==> src/rtl/msdap_main_controller_if.sv <==
// Bundles the sample input and the memory/ALU control outputs of the MSDAP sequencer.
// No latency of its own; the slave side (controller) registers every output.
// Backpressure is advisory only: the source should honour InReady, and words offered while it is low are dropped.
interface msdap_main_controller_if;
  // sample words from the serial-to-parallel front end
  logic        s2p_valid;
  logic [15:0] dataL;
  logic [15:0] dataR;
  logic        InReady;
  // memory write ports (shared by both channels)
  logic        rj_we;
  logic [3:0]  rj_waddr;
  logic        coeff_we;
  logic [8:0]  coeff_waddr;
  logic        in_we;
  logic [7:0]  in_waddr;
  logic [15:0] wdataL;
  logic [15:0] wdataR;
  // ALU controller control
  logic        work_enable;
  logic        Clear;
  logic        sleep_flag;

  // master: the sample source / environment
  modport master (
    output s2p_valid, dataL, dataR,
    input  InReady, rj_we, rj_waddr, coeff_we, coeff_waddr, in_we, in_waddr,
           wdataL, wdataR, work_enable, Clear, sleep_flag
  );

  // slave: the main controller
  modport slave (
    input  s2p_valid, dataL, dataR,
    output InReady, rj_we, rj_waddr, coeff_we, coeff_waddr, in_we, in_waddr,
           wdataL, wdataR, work_enable, Clear, sleep_flag
  );
endinterface

==> src/rtl/msdap_main_controller.sv <==
// MSDAP top-level sequencer: loads Rj/coeff/input memories, clears input memory, drives ALU start/clear/sleep.
// Latency: write strobe/addr/data 1 cycle after s2p_valid, work_enable 2 cycles after; INIT/CLEAR take 256 cycles.
// Backpressure: InReady low in INIT/CLEAR, where strobes are dropped; zero samples are discarded while asleep.
module msdap_main_controller #(
  parameter int ZERO_LIMIT = 800
) (
  input logic                     Sclk,
  input logic                     Clear_n,
  input logic                     Reset_in_n,
  msdap_main_controller_if.slave  bus
);

  localparam logic [3:0] INIT       = 4'd0;
  localparam logic [3:0] WAIT_RJ    = 4'd1;
  localparam logic [3:0] READ_RJ    = 4'd2;
  localparam logic [3:0] WAIT_COEFF = 4'd3;
  localparam logic [3:0] READ_COEFF = 4'd4;
  localparam logic [3:0] WAIT_INPUT = 4'd5;
  localparam logic [3:0] WORK       = 4'd6;
  localparam logic [3:0] CLEAR      = 4'd7;
  localparam logic [3:0] SLEEP      = 4'd8;

  localparam logic [9:0] ZLIM = 10'(ZERO_LIMIT);

  logic [3:0] state, state_nxt;
  logic [9:0] zl, zr;
  logic [9:0] zl_upd, zr_upd;
  logic       kick;

  logic       do_in_wr, do_rj, do_coeff, do_kick;
  logic       clr_wr, clr_start, clr_last;
  logic       cnt_upd, cnt_clr;
  logic       sleep_nxt;
  logic       chip_rst, wake;
  logic [3:0] rj_tgt;
  logic [8:0] coeff_tgt;

  // Saturating zero-run counters as they would look after accepting the current words.
  always_comb begin
    zl_upd = 10'd0;
    zr_upd = 10'd0;
    if (bus.dataL == 16'd0) zl_upd = (zl == ZLIM) ? ZLIM : zl + 10'd1;
    if (bus.dataR == 16'd0) zr_upd = (zr == ZLIM) ? ZLIM : zr + 10'd1;
  end

  // Next state and per-cycle actions; the address a strobe will land on includes any write still in flight.
  always_comb begin
    state_nxt = state;
    do_in_wr  = 1'b0;
    do_rj     = 1'b0;
    do_coeff  = 1'b0;
    do_kick   = 1'b0;
    clr_wr    = 1'b0;
    clr_start = 1'b0;
    cnt_upd   = 1'b0;
    cnt_clr   = 1'b0;
    sleep_nxt = bus.sleep_flag;
    rj_tgt    = bus.rj_waddr + {3'd0, bus.rj_we};
    coeff_tgt = bus.coeff_waddr + {8'd0, bus.coeff_we};
    clr_last  = bus.in_we && (bus.in_waddr == 8'hFF);
    chip_rst  = !Reset_in_n &&
                ((state == WAIT_INPUT) || (state == WORK) || (state == SLEEP));
    wake      = bus.s2p_valid && ((bus.dataL != 16'd0) || (bus.dataR != 16'd0));

    case (state)
      INIT, CLEAR: begin
        if (clr_last) begin
          state_nxt = (state == INIT) ? WAIT_RJ : WAIT_INPUT;
          cnt_clr   = 1'b1;
        end else begin
          clr_wr = 1'b1;
        end
      end
      WAIT_RJ, READ_RJ: begin
        if (bus.s2p_valid) begin
          do_rj     = 1'b1;
          state_nxt = (rj_tgt == 4'd15) ? WAIT_COEFF : READ_RJ;
        end
      end
      WAIT_COEFF, READ_COEFF: begin
        if (bus.s2p_valid) begin
          do_coeff  = 1'b1;
          state_nxt = (coeff_tgt == 9'd511) ? WAIT_INPUT : READ_COEFF;
        end
      end
      WAIT_INPUT, WORK: begin
        if (chip_rst) begin
          state_nxt = CLEAR;
          clr_start = 1'b1;
          cnt_clr   = 1'b1;
          sleep_nxt = 1'b0;
        end else if (bus.s2p_valid) begin
          do_in_wr  = 1'b1;
          do_kick   = 1'b1;
          cnt_upd   = 1'b1;
          state_nxt = ((zl_upd == ZLIM) && (zr_upd == ZLIM)) ? SLEEP : WORK;
        end
      end
      SLEEP: begin
        if (chip_rst) begin
          state_nxt = CLEAR;
          clr_start = 1'b1;
          cnt_clr   = 1'b1;
          sleep_nxt = 1'b0;
        end else if (wake) begin
          // the ALU controller restarts itself on the falling sleep_flag, so no kick here
          do_in_wr  = 1'b1;
          cnt_upd   = 1'b1;
          sleep_nxt = 1'b0;
          state_nxt = WORK;
        end else begin
          sleep_nxt = 1'b1;
        end
      end
      default: begin
        state_nxt = INIT;
      end
    endcase
  end

  // FSM state and zero-run counters.
  always_ff @(posedge Sclk or negedge Clear_n) begin
    if (!Clear_n) begin
      state <= INIT;
      zl    <= 10'd0;
      zr    <= 10'd0;
    end else begin
      state <= state_nxt;
      if (cnt_clr) begin
        zl <= 10'd0;
        zr <= 10'd0;
      end else if (cnt_upd) begin
        zl <= zl_upd;
        zr <= zr_upd;
      end
    end
  end

  // Memory write strobes, addresses and data; each address advances the cycle after its write.
  always_ff @(posedge Sclk or negedge Clear_n) begin
    if (!Clear_n) begin
      bus.rj_we       <= 1'b0;
      bus.rj_waddr    <= 4'd0;
      bus.coeff_we    <= 1'b0;
      bus.coeff_waddr <= 9'd0;
      bus.in_we       <= 1'b0;
      bus.in_waddr    <= 8'd0;
      bus.wdataL      <= 16'd0;
      bus.wdataR      <= 16'd0;
    end else begin
      bus.rj_we       <= do_rj;
      bus.rj_waddr    <= bus.rj_waddr + {3'd0, bus.rj_we};
      bus.coeff_we    <= do_coeff;
      bus.coeff_waddr <= bus.coeff_waddr + {8'd0, bus.coeff_we};
      bus.in_we       <= do_in_wr | clr_wr | clr_start;
      // a chip reset restarts the sweep at 0, overriding any pending increment
      bus.in_waddr    <= clr_start ? 8'd0 : bus.in_waddr + {7'd0, bus.in_we};
      if (clr_wr || clr_start) begin
        bus.wdataL <= 16'd0;
        bus.wdataR <= 16'd0;
      end else if (do_in_wr || do_rj || do_coeff) begin
        bus.wdataL <= bus.dataL;
        bus.wdataR <= bus.dataR;
      end
    end
  end

  // ALU controller handshake: start pulse one cycle behind the input write, clear, sleep, and InReady.
  always_ff @(posedge Sclk or negedge Clear_n) begin
    if (!Clear_n) begin
      kick            <= 1'b0;
      bus.work_enable <= 1'b0;
      bus.Clear       <= 1'b1;
      bus.sleep_flag  <= 1'b0;
      bus.InReady     <= 1'b0;
    end else begin
      kick            <= do_kick;
      bus.work_enable <= kick;
      bus.Clear       <= (state_nxt == INIT) || (state_nxt == CLEAR);
      bus.InReady     <= !((state_nxt == INIT) || (state_nxt == CLEAR));
      bus.sleep_flag  <= sleep_nxt;
    end
  end

endmodule

==> src/flat_wrapper.sv <==
// flat-port wrapper written by rule: the top's interface ports become plain ports
module msdap_main_controller_flat 
#(
  parameter int ZERO_LIMIT = 800
)
  (Sclk, Clear_n, Reset_in_n, bus_s2p_valid, bus_dataL, bus_dataR, bus_InReady, bus_rj_we, bus_rj_waddr, bus_coeff_we, bus_coeff_waddr, bus_in_we, bus_in_waddr, bus_wdataL, bus_wdataR, bus_work_enable, bus_Clear, bus_sleep_flag);
  msdap_main_controller_if bus_i ();
  input logic Sclk;
  input logic Clear_n;
  input logic Reset_in_n;
  input wire logic [$bits(bus_i.s2p_valid)-1:0] bus_s2p_valid;
  input wire logic [$bits(bus_i.dataL)-1:0] bus_dataL;
  input wire logic [$bits(bus_i.dataR)-1:0] bus_dataR;
  output wire logic [$bits(bus_i.InReady)-1:0] bus_InReady;
  output wire logic [$bits(bus_i.rj_we)-1:0] bus_rj_we;
  output wire logic [$bits(bus_i.rj_waddr)-1:0] bus_rj_waddr;
  output wire logic [$bits(bus_i.coeff_we)-1:0] bus_coeff_we;
  output wire logic [$bits(bus_i.coeff_waddr)-1:0] bus_coeff_waddr;
  output wire logic [$bits(bus_i.in_we)-1:0] bus_in_we;
  output wire logic [$bits(bus_i.in_waddr)-1:0] bus_in_waddr;
  output wire logic [$bits(bus_i.wdataL)-1:0] bus_wdataL;
  output wire logic [$bits(bus_i.wdataR)-1:0] bus_wdataR;
  output wire logic [$bits(bus_i.work_enable)-1:0] bus_work_enable;
  output wire logic [$bits(bus_i.Clear)-1:0] bus_Clear;
  output wire logic [$bits(bus_i.sleep_flag)-1:0] bus_sleep_flag;
  assign bus_i.s2p_valid = bus_s2p_valid;
  assign bus_i.dataL = bus_dataL;
  assign bus_i.dataR = bus_dataR;
  assign bus_InReady = bus_i.InReady;
  assign bus_rj_we = bus_i.rj_we;
  assign bus_rj_waddr = bus_i.rj_waddr;
  assign bus_coeff_we = bus_i.coeff_we;
  assign bus_coeff_waddr = bus_i.coeff_waddr;
  assign bus_in_we = bus_i.in_we;
  assign bus_in_waddr = bus_i.in_waddr;
  assign bus_wdataL = bus_i.wdataL;
  assign bus_wdataR = bus_i.wdataR;
  assign bus_work_enable = bus_i.work_enable;
  assign bus_Clear = bus_i.Clear;
  assign bus_sleep_flag = bus_i.sleep_flag;
  msdap_main_controller #(.ZERO_LIMIT(ZERO_LIMIT)) u_core (.Sclk(Sclk), .Clear_n(Clear_n), .Reset_in_n(Reset_in_n), .bus(bus_i));
endmodule
==> config.mk <==
export PLATFORM = sky130hd
export DESIGN_NAME = msdap_main_controller_flat
export DESIGN_NICKNAME = d
export VERILOG_FILES = /design/src/rtl/msdap_main_controller_if.sv /design/src/rtl/msdap_main_controller.sv /design/src/flat_wrapper.sv
export SDC_FILE = /design/constraint.sdc
export NUM_CORES = 1
export LEC_CHECK = 0
export ABC_AREA = 1
export CAP_MARGIN = 5
export CORE_MARGIN = 2
export CORE_UTILIZATION = 50
export DETAILED_ROUTE_END_ITERATION = 16
export HOLD_SLACK_MARGIN = 0.12
export PLACE_DENSITY = 0.89
export SLEW_MARGIN = 20
export SYNTH_ARGS = -nofsm -noshare
export SYNTH_HDL_FRONTEND = slang
export SYNTH_SLANG_ARGS = --single-unit
==> constraint.sdc <==
create_clock -name Sclk -period 2.8 [get_ports Sclk]
set_input_delay 0.28 -clock Sclk [delete_from_list [all_inputs] [get_ports Sclk]]
set_output_delay 0.28 -clock Sclk [all_outputs]
set_load 0.01 [all_outputs]
==> results.toml <==
[clock_network]
numCtsBuffers = 9
cts_max_level = 3
tritoncts = "yes"
cts.path.max_buffers = 2
insertion_delay_ns = 0.36
clockRootBuffer = "clkbuf_8"
clock-sinks = 85
clk_pin_slew_ns = 0.08

[timing]
worstMarginPinSlew_ns = 0.753
finalCriticalPeriod_ns = 2.24
drv_slew = 0
setup-tns-final_ns = 0
timing.fmax_mhz = 447
slew_headroom_pct = 49.8
grt_setup_unrepaired = "false"
finalHoldViolCount = 0
skew_ns = 0.0112
setup_viol = 0
fin_crit_sh_pct = 79.9

[synth]
synth_cells = 580
yosysMostFrequentCell = "nand2_1"
ys_seq_area_share_pct = 44.4
synth_commonest_cells = "nand2_1 (105), inv_1 (92), dfrtp_1 (84), nor2_1 (72), nand3_1 (42)"
synth_cell_types = 36
syn_area_per_cell_sq_um = 8.27
netlist.area_leader.share_pct = 43.8
ys.flop_type = "dfrtp_1"
synth-edff-count = 0
synthTopCellsByArea = "dfrtp_1 (44%), nand2_1 (8.2%), inv_1 (7.2%)"
synth_fp_nets = 626
ys_ff_latch = 85
yosysTopAreaCell = "dfrtp_1"
synth_warnings = 0
async_flop_share_pct = 100
syn_area_sq_um = 4800

[global_routing]
grt_pass1_vias = 4138
grt-ovfl-total = 0
antenna_found_initial = 0
grt_pass1_wl_um = 18700
grt_util_all_layers_pct = 22.5
grt_max_degree = 86

[detailed_routing]
ant_nets = 0
wl_um = 11100
vias_per_cell = 5.16
via_count = 4193
drt_iter0_drc = 288
routedWlPerCell_um = 13.6
drt_pass1_iterations = 6
drcViolationCount = 0

[layout]
multi_input_area_sq_um = 2180
n_antenna_cell = 0
fillCellCount = 777
nets = 725
seqCellArea_sq_um = 2130
syn_to_final_growth_pct = 27.2
fin_cells = 813
final_layout_size_suffix_gt1_share_pct = 15.1

[power]
power.density_nw_per_um2 = 877
power.leakage_nw = 2.86
peakVddDrop_uv = 678

[place]
place_congestion = 0.919
dpl.hpwl_um = 8290
portBuffers = 95
placed_cells = 796

[floorplanning]
die_width_um = 102
start_util_pct = 51.7
ioPinCount = 96
die_h_um = 102
dieArea_sq_um = 10400
core_area_sq_um = 9280
rows = 35

[worst_setup_path]
worst_setup_path_end_kind = "flip-flop"
path_class = "in2reg"
start_kind = "primary input"
cp_data_required_time_ns = 3.10
cp_max_fo = 10
worstPathArrival_ns = 2.54

[job]
max-cap-violations = 0

[hold_path]
worstHoldPathType = "reg2reg"

[status]
run_status = "completed"
## cell usage in the layout, fill, tap and decap left out, types with 2 or more instances in the layout
master | synthesis | final
clkbuf_8 | 0 | 10
bufinv_16 | 0 | 2
nand4_1 | 11 | 11
xnor2_1 | 7 | 7
dfrtp_1 | 84 | 84
nand2_1 | 105 | 105
nand3_2 | 28 | 28
nand3_1 | 42 | 42
inv_1 | 92 | 92
clkdlybuf4s50_1 | 0 | 94
a21oi_1 | 15 | 15
xor2_1 | 10 | 10
o21ai_2 | 32 | 32
ha_1 | 10 | 10
nand2_2 | 3 | 3
nor2_4 | 2 | 2
o22ai_1 | 14 | 14
clkinv_2 | 0 | 2
buf_4 | 0 | 5
nor3_1 | 3 | 3
inv_2 | 6 | 6
o32ai_1 | 5 | 5
clkinv_4 | 2 | 3
nor2_1 | 72 | 72
o21ai_0 | 11 | 11
## flip-flops by register name (all words and copies together), names as in the netlist
register,cells
u_core.bus.wdataR,16
u_core.zl,10
u_core.bus.work_enable,1
u_core.bus.InReady,1
u_core.zr,10
u_core.bus.coeff_waddr,9
u_core.kick,1
u_core.bus.coeff_we,1
u_core.bus.rj_we,1
u_core.bus.Clear,1
u_core.bus.wdataL,16
u_core.state,4
u_core.bus.sleep_flag,1
u_core.bus.in_waddr,8
u_core.bus.in_we,1
u_core.bus.rj_waddr,4
## logic make-up (layout without fill, tap and decap cells)
logic type               after synthesis  count (layout)  share of synthesized area (%)
AO/OA/AOI/OAI                         80              80                           11.8
XOR/XNOR                              17              17                           3.10
adder cells (fa/ha/maj)               10              10                           2.61
buffers and inverters                115             219                           10.3
flip-flops                            85              85                           44.4
AND/OR/NAND/NOR                      273             273                           27.8
## worst max-delay path, stage by stage
cell             delay (ns)
clkdlybuf4s50_1        0.45
nor2_1                 0.12
nand2_1                0.06
nor2_1                 0.21
nand2_1                0.12
inv_1                  0.11
buf_4                  0.17
nand3_1                0.09
nor2_1                 0.13
nand2_1                0.06
nor2_1                 0.09
nand2_1                0.07
nand2_1                0.08
nand2_1                0.05
nand2_1                0.05
nand2_1                0.12
nor2_1                 0.14
nand2_1                0.07
nand2_1                0.06
## routing by layer
layer / routed length (um) / global-route usage, %
met1: 4980 / 30.3
met2: 5170 / 36.3
met3: 784 / 5.68
met4: 153 / 6.26
met5: 0 / 0
## repair_timing
| item | 4_1_cts | 5_1_grt |
|---|---|---|
| gates resized for setup | 0 | 0 |
| hold endpoints to repair | 0 | 84 |
| hold buffers | 0 | 1 |
| setup buffers | 0 | 0 |
## per-stage QoR
step           total power [W]  setup slack, ns  util [%]  cell area [sq um]  hold slack, ns
6_report               0.00535            0.563      65.7               6100           0.390
5_1_grt                0.00571            0.306      65.7               6100           0.398
4_1_cts                0.00540            0.583      65.6               6090           0.142
3_5_place_dp           0.00442            0.209      63.2               5860           0.354
3_3_place_gp           0.00432            0.302      63.2               5860           0.335
2_1_floorplan          0.00350            0.855         -               4800         -0.0156
## worst paths after layout
kind | depth (start not counted) | slack [ns] | to | startpoint
worst max register to register | 18 | 0.58 | u_core.bus.Clear$_DFF_PN1_ | u_core.zl[0]$_DFFE_PN0P_
min in group asynchronous | 2 | 0.54 | u_core.bus.in_waddr[4]$_DFF_PN0_ | Clear_n
worst min register to register | 0 | 0.39 | u_core.bus.work_enable$_DFF_PN0_ | u_core.kick$_DFF_PN0_
worst min-delay path | 0 | 0.39 | u_core.bus.work_enable$_DFF_PN0_ | u_core.kick$_DFF_PN0_
max in group asynchronous | 2 | 1.76 | u_core.bus.wdataL[7]$_DFFE_PN0P_ | Clear_n
worst max-delay path | 19 | 0.56 | u_core.bus.Clear$_DFF_PN1_ | bus_dataR[5]
## where the power goes
part	switching [W]	internal [W]	leakage, nW
Sequential	0.000259	0.00159	1.11
Clock	0.000439	0.000525	0.112
Combinational	0.00139	0.00115	1.64
Total	0.00208	0.00327	2.86
## layout make-up
type	count	area share, %
Sequential cell	85	34.9
Inverter	101	6.38
Multi-Input combinational cell	380	35.7
Timing Repair Buffer	102	16.7
Tap cell	129	2.65
Clock buffer	10	2.26
Clock inverter	6	1.42
(Power assumes the default switching activity.)
